`config.mk`:
```
export PLATFORM = sky130hd
export DESIGN_NAME = enemy_array
export DESIGN_NICKNAME = d
export VERILOG_FILES = /design/src/rtl/enemy_pkg.sv /design/src/rtl/enemy_chase.sv /design/src/rtl/enemy_array.sv
export SDC_FILE = /design/constraint.sdc
export NUM_CORES = 1
export LEC_CHECK = 0
export CAP_MARGIN = 40
export CELL_PAD_IN_SITES_DETAIL_PLACEMENT = 0
export CELL_PAD_IN_SITES_GLOBAL_PLACEMENT = 1
export CORE_MARGIN = 5
export CORE_UTILIZATION = 46
export DETAILED_ROUTE_END_ITERATION = 10
export GPL_TIMING_DRIVEN = 0
export PLACE_DENSITY = 0.89
export SETUP_SLACK_MARGIN = 0.02
export SLEW_MARGIN = 20
export SYNTH_ARGS = -nofsm -noshare
export SYNTH_HDL_FRONTEND = slang
export SYNTH_SLANG_ARGS = --single-unit
```
`constraint.sdc`:
```
create_clock -name clock -period 7.2 [get_ports clock]
set_input_delay 1.44 -clock clock [delete_from_list [all_inputs] [get_ports clock]]
set_output_delay 1.44 -clock clock [all_outputs]
set_load 0.005 [all_outputs]
```
`src/rtl/enemy_pkg.sv`:
```
// Shared constants for the enemy manager: direction codes, transparent colour,
// spawn layout and the draw FSM state encoding.
package enemy_pkg;

   localparam logic [2:0] DIR_NONE  = 3'd0;
   localparam logic [2:0] DIR_UP    = 3'd1;
   localparam logic [2:0] DIR_DOWN  = 3'd2;
   localparam logic [2:0] DIR_LEFT  = 3'd3;
   localparam logic [2:0] DIR_RIGHT = 3'd4;

   localparam logic [5:0] TRANSPARENT = 6'h3F;

   localparam int SPAWN_X0 = 32;
   localparam int SPAWN_DX = 64;
   localparam int SPAWN_Y  = 32;

   typedef enum logic [1:0] {
      DRAW_IDLE  = 2'd0,
      DRAW_SCAN  = 2'd1,
      DRAW_FLUSH = 2'd2,
      DRAW_DONE  = 2'd3
   } draw_state_t;

endpackage

```
`src/rtl/enemy_chase.sv`:
```
// One enemy slot: picks a direction toward Link, steps with screen clamping,
// and tracks alive state under sword hits and collision blocking.
module enemy_chase
   import enemy_pkg::*;
#(
   parameter int INDEX       = 0,
   parameter int SPRITE_SIZE = 16,
   parameter int STEP        = 1,
   parameter int X_MAX       = 320,
   parameter int Y_MAX       = 240
) (
   input  logic       clock,
   input  logic       reset,
   input  logic       init,
   input  logic       gen_move,
   input  logic       apply_move,
   input  logic [8:0] link_x,
   input  logic [7:0] link_y,
   input  logic       blocked,
   input  logic       hit,
   output logic [8:0] x,
   output logic [7:0] y,
   output logic [2:0] direction,
   output logic [2:0] facing,
   output logic       alive
);

   localparam logic [8:0] SPAWN_XI = 9'(SPAWN_X0 + SPAWN_DX * INDEX);
   localparam logic [7:0] SPAWN_YI = 8'(SPAWN_Y);
   localparam logic signed [11:0] STEP_S = 12'(STEP);
   localparam logic signed [11:0] X_LIM  = 12'(X_MAX - SPRITE_SIZE);
   localparam logic signed [11:0] Y_LIM  = 12'(Y_MAX - SPRITE_SIZE);

   logic signed [9:0]  dx, dy;
   logic [9:0]         adx, ady;
   logic [2:0]         want;
   logic signed [11:0] nx, ny;
   logic [8:0]         x_next;
   logic [7:0]         y_next;

   always_comb begin
      dx  = {1'b0, link_x} - {1'b0, x};
      dy  = {2'b00, link_y} - {2'b00, y};
      adx = dx[9] ? 10'(-dx) : 10'(dx);
      ady = dy[9] ? 10'(-dy) : 10'(dy);
      want = DIR_NONE;
      // Ties on magnitude resolve to horizontal movement.
      if (dx != 10'sd0 && adx >= ady) begin
         want = dx[9] ? DIR_LEFT : DIR_RIGHT;
      end else if (dy != 10'sd0) begin
         want = dy[9] ? DIR_UP : DIR_DOWN;
      end
   end

   always_comb begin
      nx = {3'b000, x};
      ny = {4'b0000, y};
      case (direction)
         DIR_UP:    ny = ny - STEP_S;
         DIR_DOWN:  ny = ny + STEP_S;
         DIR_LEFT:  nx = nx - STEP_S;
         DIR_RIGHT: nx = nx + STEP_S;
         default:   ;
      endcase
      if (nx[11])          x_next = 9'd0;
      else if (nx > X_LIM) x_next = X_LIM[8:0];
      else                 x_next = nx[8:0];
      if (ny[11])          y_next = 8'd0;
      else if (ny > Y_LIM) y_next = Y_LIM[7:0];
      else                 y_next = ny[7:0];
   end

   always_ff @(posedge clock or posedge reset) begin
      if (reset) begin
         x         <= '0;
         y         <= '0;
         alive     <= 1'b0;
         direction <= DIR_NONE;
         facing    <= DIR_DOWN;
      end else if (init) begin
         x         <= SPAWN_XI;
         y         <= SPAWN_YI;
         alive     <= 1'b1;
         direction <= DIR_NONE;
         facing    <= DIR_DOWN;
      end else if (gen_move) begin
         direction <= alive ? want : DIR_NONE;
         if (alive && want != DIR_NONE) facing <= want;
      end else if (apply_move) begin
         // A hit outranks blocking: the enemy dies where it stands.
         if (hit) begin
            alive <= 1'b0;
         end else if (alive && !blocked) begin
            x <= x_next;
            y <= y_next;
         end
         direction <= DIR_NONE;
      end
   end

endmodule

```
`src/rtl/enemy_array.sv`:
```
// Enemy manager: NUM_ENEMIES chase slots plus a draw FSM that streams every
// live enemy's sprite through a 1-cycle synchronous ROM into VGA pixel writes.
module enemy_array
   import enemy_pkg::*;
#(
   parameter int NUM_ENEMIES = 3,
   parameter int SPRITE_SIZE = 16,
   parameter int STEP        = 1,
   parameter int X_MAX       = 320,
   parameter int Y_MAX       = 240
) (
   input  logic                               clock,
   input  logic                               reset,
   input  logic                               init,
   input  logic                               gen_move,
   input  logic                               apply_move,
   input  logic                               draw,
   input  logic [8:0]                         link_x_pos,
   input  logic [7:0]                         link_y_pos,
   input  logic [NUM_ENEMIES-1:0]             blocked,
   input  logic [NUM_ENEMIES-1:0]             hit,
   output logic [9*NUM_ENEMIES-1:0]           enemy_x_pos,
   output logic [8*NUM_ENEMIES-1:0]           enemy_y_pos,
   output logic [3*NUM_ENEMIES-1:0]           enemy_direction,
   output logic [3*NUM_ENEMIES-1:0]           enemy_facing,
   output logic [NUM_ENEMIES-1:0]             enemy_alive,
   output logic [2*$clog2(SPRITE_SIZE)+1:0]   rom_addr,
   input  logic [5:0]                         rom_data,
   output logic [8:0]                         x_draw,
   output logic [7:0]                         y_draw,
   output logic [5:0]                         colour,
   output logic                               VGA_write,
   output logic                               draw_done,
   output logic [1:0]                         draw_state
);

   localparam int LOG2SS = $clog2(SPRITE_SIZE);
   localparam int PIXW   = 2 * LOG2SS;
   localparam int IDXW   = (NUM_ENEMIES > 1) ? $clog2(NUM_ENEMIES) : 1;
   localparam logic [IDXW-1:0] LAST_IDX = IDXW'(NUM_ENEMIES - 1);
   localparam logic [PIXW-1:0] LAST_PIX = '1;

   draw_state_t state_q, state_d;
   logic [IDXW-1:0] idx_q;
   logic [PIXW-1:0] pix_q;
   logic            pix_valid;
   logic            idle, cur_alive, cur_live, item_end, last_step;
   logic [8:0]      cur_x;
   logic [7:0]      cur_y;
   logic [2:0]      cur_facing, fac_m1;
   logic [LOG2SS-1:0] col, row;

   logic [8:0] ex [NUM_ENEMIES];
   logic [7:0] ey [NUM_ENEMIES];
   logic [2:0] ef [NUM_ENEMIES];
   logic       ea [NUM_ENEMIES];

   assign idle = (state_q == DRAW_IDLE);

   // Movement pulses are only honoured while no draw is in flight.
   for (genvar g = 0; g < NUM_ENEMIES; g++) begin : g_enemy
      enemy_chase #(
         .INDEX(g), .SPRITE_SIZE(SPRITE_SIZE), .STEP(STEP),
         .X_MAX(X_MAX), .Y_MAX(Y_MAX)
      ) u_chase (
         .clock(clock), .reset(reset),
         .init(init && idle), .gen_move(gen_move && idle), .apply_move(apply_move && idle),
         .link_x(link_x_pos), .link_y(link_y_pos),
         .blocked(blocked[g]), .hit(hit[g]),
         .x(ex[g]), .y(ey[g]), .direction(enemy_direction[3*g +: 3]),
         .facing(ef[g]), .alive(ea[g])
      );
      assign enemy_x_pos[9*g +: 9] = ex[g];
      assign enemy_y_pos[8*g +: 8] = ey[g];
      assign enemy_facing[3*g +: 3] = ef[g];
      assign enemy_alive[g] = ea[g];
   end

   assign cur_x      = ex[idx_q];
   assign cur_y      = ey[idx_q];
   assign cur_facing = ef[idx_q];
   assign cur_alive  = ea[idx_q];
   assign fac_m1     = cur_facing - 3'd1;
   assign col        = pix_q[LOG2SS-1:0];
   assign row        = pix_q[PIXW-1:LOG2SS];
   assign cur_live   = (state_q == DRAW_SCAN) && cur_alive;
   // A dead slot spends exactly one SCAN cycle; a live one spends SPRITE_SIZE^2.
   assign item_end   = !cur_alive || (pix_q == LAST_PIX);
   assign last_step  = (idx_q == LAST_IDX) && item_end;

   always_ff @(posedge clock or posedge reset) begin
      if (reset) state_q <= DRAW_IDLE;
      else       state_q <= state_d;
   end

   always_comb begin
      state_d = state_q;
      case (state_q)
         DRAW_IDLE:  if (draw) state_d = DRAW_SCAN;
         DRAW_SCAN:  if (last_step) state_d = DRAW_FLUSH;
         DRAW_FLUSH: state_d = DRAW_DONE;
         DRAW_DONE:  state_d = DRAW_IDLE;
         default:    state_d = DRAW_IDLE;
      endcase
   end

   always_ff @(posedge clock or posedge reset) begin
      if (reset) begin
         idx_q <= '0;
         pix_q <= '0;
      end else if (state_q != DRAW_SCAN || last_step) begin
         idx_q <= '0;
         pix_q <= '0;
      end else if (item_end) begin
         idx_q <= idx_q + 1'b1;
         pix_q <= '0;
      end else begin
         pix_q <= pix_q + 1'b1;
      end
   end

   // Pixel coordinates are delayed one cycle so they line up with rom_data.
   always_ff @(posedge clock or posedge reset) begin
      if (reset) begin
         pix_valid <= 1'b0;
         x_draw    <= '0;
         y_draw    <= '0;
      end else begin
         pix_valid <= cur_live;
         if (cur_live) begin
            x_draw <= cur_x + 9'(col);
            y_draw <= cur_y + 8'(row);
         end
      end
   end

   assign rom_addr   = cur_live ? {fac_m1[1:0], pix_q} : '0;
   assign VGA_write  = pix_valid && (rom_data != TRANSPARENT);
   assign colour     = pix_valid ? rom_data : 6'd0;
   assign draw_done  = (state_q == DRAW_DONE);
   assign draw_state = state_q;

endmodule

```
Word-level counts from Yosys, hierarchy flattened
Cells that the tools add are included.
{"block": "op_classes", "add_sub_neg": 29, "magnitude_cmp": 10, "n_eq_ne": 25, "muxes": 118, "bitwise_logic": 1, "reduce_logical": 54}
{"cell": "two-way mux 9 bit", "count": 23}
{"cell": "two-way mux 8 bit", "count": 25}
{"cell": "case mux 12 bit (2 select lines)", "count": 6}
{"cell": "two-way mux 3 bit", "count": 28}
{"cell": "two-way mux 10 bit", "count": 7}
{"cell": "negator 10 bit", "count": 6}
{"cell": "nonzero test 10 bit", "count": 6}
{"cell": "greater-than comparator 12 x 10 -> 1 bit (second input constant)", "count": 3}
{"cell": "greater-than comparator 12 x 9 -> 1 bit (second input constant)", "count": 3}
{"cell": "adder 9 x 1 -> 10 bit (second input constant)", "count": 3}
{"cell": "greater-or-equal comparator 10 bit", "count": 3}
{"cell": "subtractor 9 x 1 -> 10 bit (second input constant)", "count": 3}
{"cell": "subtractor 9 x 9 -> 10 bit", "count": 3}
{"cell": "adder 8 x 1 -> 9 bit (second input constant)", "count": 3}
{"cell": "subtractor 8 x 1 -> 9 bit (second input constant)", "count": 3}
{"cell": "subtractor 8 x 8 -> 9 bit", "count": 3}
{"cell": "nonzero test 2 bit", "count": 12}
{"cell": "binary-select mux 9 bit (select 2 bit)", "count": 1}
{"cell": "== test 3 x 2 -> 1 bit (second input constant)", "count": 6}
{"cell": "two-way mux 2 bit", "count": 9}
{"cell": "binary-select mux 8 bit (select 2 bit)", "count": 1}
{"cell": "logical AND 1 bit", "count": 15}
{"cell": "two-way mux 1 bit", "count": 14}
{"cell": "AND reduction 4 bit", "count": 3}
{"cell": "25 further kinds", "count": 48}
{"block": "totals", "regBits": 102, "in_bits": 35, "output_inout_bits": 109, "word_cells": 258}

Longest topological paths before layout
{"block": "logic_depth", "ltp_word": 11, "depth_mapped": 22, "ltp_nobuf": 22}

Modules after synthesis
From an unflattened synthesis, not the netlist that was laid out.
{"block": "hier_totals", "hier_cells": 1534, "area_unflattened_um2": 12315.6}
{"module": "enemy_chase (g_enemy[2].u_chase)", "n_inst": 1, "cells_each": 439, "area_each_um2": 3375.7, "seq_area_each_um2": 601.8}
{"module": "enemy_chase (g_enemy[1].u_chase)", "n_inst": 1, "cells_each": 422, "area_each_um2": 3333.2, "seq_area_each_um2": 601.8}
{"module": "enemy_chase (g_enemy[0].u_chase)", "n_inst": 1, "cells_each": 419, "area_each_um2": 3318.2, "seq_area_each_um2": 601.8}
{"module": "enemy_array", "n_inst": 1, "cells_each": 254, "area_each_um2": 2288.4, "seq_area_each_um2": 750.7}

Least setup slack after synthesis
OpenSTA, ideal clock, no wires.
{"block": "synth_path", "path_kind": "input to register", "from": "in link_y_pos[0]", "to": "reg g_enemy[1].u_chase.facing[1]", "setup_ps": 80, "t_arrival_ps": 5428, "t_required_ps": 7120, "setup_slack_ps": 1692, "stages": 18, "n_path_buf": 0, "cell_sequence": "inv_1 > ha_1 > inv_1 > fa_1 > a21o_1 > a221oi_1 > o21bai_1 > a21oi_1 > o21ai_0 > xnor2_1 > ha_1 > a211o_1 > a21oi_1 > o21ai_0 > a221oi_1 > a41oi_1 > o32a_1 > o221ai_2"}
{"block": "synth_between", "elab_chain_cells": 10, "word_cells_on_any_way": 16, "cone_classes": "add/sub: 2; order compare: 1; mux: 7; reduce/logical: 6"}
{"element": "from (decl)", "line_no": "enemy_array.sv:19", "source": "input logic [7:0] link_y_pos,"}
{"element": "subtractor 8 x 8 -> 9 bit (*)", "line_no": "enemy_chase.sv:43", "source": "dy = {2'b00, link_y} - {2'b00, y};"}
{"element": "negator 10 bit", "line_no": "enemy_chase.sv:45", "source": "ady = dy[9] ? 10'(-dy) : 10'(dy);"}
{"element": "two-way mux 10 bit", "line_no": "enemy_chase.sv:45"}
{"element": "greater-or-equal comparator 10 bit", "line_no": "enemy_chase.sv:48", "source": "if (dx != 10'sd0 && adx >= ady) begin"}
{"element": "logical AND 1 bit", "line_no": "enemy_chase.sv:48"}
{"element": "two-way mux 3 bit (*)", "line_no": "enemy_chase.sv:48"}
{"element": "nonzero test 3 bit", "line_no": "enemy_chase.sv:88", "source": "if (alive && want != DIR_NONE) facing <= want;"}
{"element": "logical AND 1 bit", "line_no": "enemy_chase.sv:88"}
{"element": "nonzero test 2 bit (no line)"}
{"element": "AND reduction 2 bit (no line)"}
{"element": "to (signal assigned)", "line_no": "enemy_chase.sv:88"}
{"element": "to (decl)", "line_no": "enemy_chase.sv:24", "source": "output logic [2:0] facing,"}
Mark *: on every way between the ends. The rest lies on a longest branch, timed or not. The select of a mux whose other input is x is not followed.
A chain may end at the register's enable or synchronous reset.

Worst setup path in the final report
{"block": "layout_path", "from": "in link_y_pos[0]", "to": "reg g_enemy[1].u_chase.direction[1]"}
{"block": "layout_between", "elab_chain_cells": 9, "word_cells_on_any_way": 12, "cone_classes": "add/sub: 2; order compare: 1; mux: 7; reduce/logical: 2"}
{"element": "subtractor 8 x 8 -> 9 bit (*)", "line_no": "enemy_chase.sv:43"}
{"element": "negator 10 bit", "line_no": "enemy_chase.sv:45"}
{"element": "two-way mux 10 bit", "line_no": "enemy_chase.sv:45"}
{"element": "greater-or-equal comparator 10 bit", "line_no": "enemy_chase.sv:48"}
{"element": "logical AND 1 bit", "line_no": "enemy_chase.sv:48"}
{"element": "two-way mux 3 bit (*)", "line_no": "enemy_chase.sv:48"}
{"element": "two-way mux 3 bit (*)", "line_no": "enemy_chase.sv:87", "source": "direction <= alive ? want : DIR_NONE;"}
{"element": "two-way mux 3 bit (*)", "line_no": "enemy_chase.sv:86", "source": "end else if (gen_move) begin"}
{"element": "two-way mux 3 bit (*)", "line_no": "enemy_chase.sv:80", "source": "end else if (init) begin"}
{"element": "to (signal assigned)", "line_no": "enemy_chase.sv:87"}
{"element": "to (decl)", "line_no": "enemy_chase.sv:23", "source": "output logic [2:0] direction,"}
Mark *: on every way between the ends. The rest lies on a longest branch, timed or not.

==> impl_metrics.py <==
metrics = {
    "floorplan": {
        "io_pins": 144,
        "core_sq_um": 25100,
        "initial_utilization_pct": 46.5,
        "die-area_sq_um": 28600,
        "fp.dieW_microns": 169,
        "core.rowCount": 58,
        "fp.dieH_microns": 169,
    },
    "detailed_routing": {
        "wl_per_cell_microns": 19.6,
        "firstDrtPassIters": 5,
        "initialDrtViolationCount": 1075,
        "drc": 0,
        "num_vias": 11800,
        "ant_nets": 0,
        "via_per_inst": 6.05,
        "routed_wirelength_microns": 38300,
    },
    "power": {
        "max-vdd-ir-drop_mv": 0.159,
        "total_power_mw": 3.84,
        "pwr_density_cell_nw_per_um2": 276,
        "power.static_leakage_nw": 5.76,
    },
    "synth": {
        "syn_avg_cell_area_sq_um": 7.97,
        "synth-seq-cells": 102,
        "synth-edff-count": 0,
        "synth_async_sr_flop_share_pct": 100,
        "synth_ff_type": "dfrtp_1",
        "ys_types": 94,
        "netlist_area_sq_um": 11700,
        "synth_top_area_share_pct": 21.2,
        "ys_top_cells_by_count": "nand2_1 (161), ha_1 (114), dfrtp_1 (99)",
        "netlist_top_cells_area": "dfrtp_1 (21%), ha_1 (12%), xnor2_1 (7.3%), nand2_1 (5.2%), o21ai_0 (3.7%)",
        "yosysMostFrequentCell": "nand2_1",
        "yosysTopAreaCell": "dfrtp_1",
        "netlist_instances": 1464,
        "ys_seq_area_share_pct": 21.9,
        "yosys_warnings": 0,
    },
    "worst_setup_path": {
        "r2r-end": "g_enemy[1].u_chase.direction[1]$_DFFE_PP0P_",
        "cp.arrival_ns": 6.87,
        "crit_path_top_delay_cell": "a221oi_1",
        "crit_fanout": 8,
        "r2r_slack_ns": 1.82,
        "path_cells": "clkdlybuf4s50_1 -> inv_1 -> ha_1 -> inv_1 -> fa_1 -> a21o_1 -> a221oi_1 -> o21bai_1 -> a21oi_1 -> o21ai_0 -> xnor2_1 -> ha_1 -> a211o_1 -> a21oi_1 -> o21ai_0 -> a221oi_1 -> a41oi_1 -> o32a_1 -> o21ai_1",
        "critPathCaptureType": "flop",
        "required_ns": 7.48,
        "worstSetupPathType": "input port to flop",
        "worst_path_largest_cell_delay_ns": 0.61,
        "worstReg2RegStart": "g_enemy[1].u_chase.y[3]$_DFFE_PP0P_",
        "r2r_cells": 18,
        "startpoint_type": "input port",
    },
    "timing": {
        "setup_viol": 0,
        "slew-limit-headroom_pct": 38.6,
        "tightest_slew_ns": 0.912,
        "setup_slack_ns": 0.607,
        "fin_crit_sh_pct": 91.6,
        "max_clock_freq_mhz": 152,
        "rsz0062_at_grt": "no",
        "final_hold_viol_count": 0,
        "slew_violations": 0,
        "whs_ns": 0.484,
        "finalSetupTns_ns": 0,
        "skew_ns": 0.0119,
        "min_period_ns": 6.59,
    },
    "clock_network": {
        "path_clk_slew_ns": 0.08,
        "cts.sinks": 102,
        "post_cts_buffers": 0,
        "cts_buffers": 9,
        "clk_path_buf_depth": 2,
        "cts_resized": 0,
        "cts_root_buffer": "clkbuf_16",
        "cts_max_level": 3,
        "worst_skew_pair.late_latency_ns": 0.37,
        "cts_tree": "yes",
        "hold_buffers": 0,
    },
    "placed_design": {
        "gp_congestion": 0.950,
        "io_buffers": 142,
        "place_ws_ns": 0.333,
        "place_hpwl_microns": 30800,
    },
    "worst_hold_path": {
        "hold_depth": 2,
        "hold_end": "x_draw[1]$_DFFE_PP0P_",
        "hold_class": "flop to flop",
        "min_from": "x_draw[1]$_DFFE_PP0P_",
    },
    "final_layout": {
        "fillCellCount": 2406,
        "area_growth_pct": 18.9,
        "layout-drive-gt1-share_pct": 4.80,
        "nets": 1778,
        "diodes": 0,
    },
    "global_routing": {
        "grt_overflow": 0,
        "grt_pass1_vias": 11000,
        "grt_pass1_wl_microns": 59400,
        "grt_max_degree": 61,
        "track_usage_pct": 25.9,
        "grt_antenna_before_repair": 0,
    },
    "outcome": {
        "status": "completed",
    },
    "job": {
        "cap_violations": 0,
    },
}
## final cells by class
cell class                 instances  area (sq um)  area share [%]
buffer                            60           254            1.83
clock buffer                       9           225            1.62
clock inverter                     7          97.6           0.703
inverter                          91           347            2.50
multi-input combinational       1213          8530            61.5
sequential                       102          2560            18.4
tap                              330           413            2.98
timing repair buffer             144          1460            10.5
## routing by layer
layer / vias up / share of wire [%] / GRT usage, %
met2: 465 / 46 / 42.7
met1: 5623 / 44 / 34.9
li1: 5670 / - / -
met4: 0 / 2.9 / 7.95
met5: - / 0 / 0
met3: 67 / 7.8 / 4.47
## cells in the final DEF, fill, tap and decap left out, types with 9 or more instances in the layout
cell type        Yosys  final
a211o_1             10     10
a211oi_1             9      9
a21o_1              25     25
a21oi_1             67     67
a31oi_1             31     31
and2_1              16     16
and3_1              31     31
clkbuf_1            45     45
clkbuf_16            0      9
clkdlybuf4s50_1      0    142
dfrtp_1             99     99
ha_1               114    114
inv_1               90     89
mux2i_1             28     28
nand2_1            161    161
nand2b_1            18     18
nand3_1             49     49
nand4_1             12     12
nor2_1              97     97
nor2b_1             21     21
nor3_1              44     44
nor3b_1             10     10
nor4_1              10     10
o2111ai_1            9      9
o21a_1              15     15
o21ai_0             86     86
o22ai_1             22     22
o31ai_1             13     12
or2_2               10     10
or3_1               12     12
xnor2_1             97     97
xor2_1              31     31
## power by group
| group | internal, mW | switching [mW] | leakage [nW] |
|---|---|---|---|
| Clock | 0.283 | 0.264 | 0.159 |
| Sequential | 0.704 | 0.165 | 1.35 |
| Combinational | 1.05 | 1.37 | 4.25 |
| Total | 2.03 | 1.80 | 5.76 |
## state kept, by name, indices dropped and copies added, names as in the netlist, 3 cells and up
register and flops:
y_draw 8, g_enemy.u_chase.facing 9, x_draw 9, pix_q 8, g_enemy.u_chase.y 24, g_enemy.u_chase.x 27, g_enemy.u_chase.alive 3, g_enemy.u_chase.direction 9
## logic make-up after synthesis
logic type | synth area share [%]
adder cells (fa/ha/maj) | 13.6
flip-flops | 21.9
buffers and inverters | 5.11
other | 0.0321
AND/OR/NAND/NOR | 23.4
multiplexers | 2.50
AO/OA/AOI/OAI | 23.6
XOR/XNOR | 9.85
## metrics by stage
step | std cells | util, % | cell area (sq um)
floorplan | 1466 | - | 11700
global placement | 1938 | 53.8 | 13500
detailed placement | 1940 | 54.0 | 13600
CTS | 1956 | 55.3 | 13900
global route | 1956 | 55.3 | 13900
finish | 1956 | 55.3 | 13900
## worst max-delay path: cells and delay by family
kind | cells | cell delay, ns
XOR/XNOR | 1 | 0.18
buffers and inverters | 3 | 0.76
AO/OA/AOI/OAI | 12 | 3.53
adder cells (fa/ha/maj) | 3 | 0.98
## how the worst max path moves through the flow
stage                        startpoint                                          end  slack (ns)  cells after the start
after global routing      link_y_pos[0]  g_enemy[1].u_chase.direction[1]$_DFFE_PP0P_        0.25                     19
after floorplan           link_y_pos[0]     g_enemy[1].u_chase.facing[1]$_DFFE_PP1P_        1.69                     18
after global placement    link_y_pos[0]     g_enemy[1].u_chase.facing[1]$_DFFE_PP1P_        0.33                     19
final                     link_y_pos[0]  g_enemy[1].u_chase.direction[1]$_DFFE_PP0P_        0.61                     19
after CTS                 link_y_pos[0]  g_enemy[1].u_chase.direction[1]$_DFFE_PP0P_        0.69                     19
after detailed placement  link_y_pos[0]     g_enemy[1].u_chase.facing[1]$_DFFE_PP1P_        0.33                     19
No activity file was read; power rests on OpenSTA's default activity.
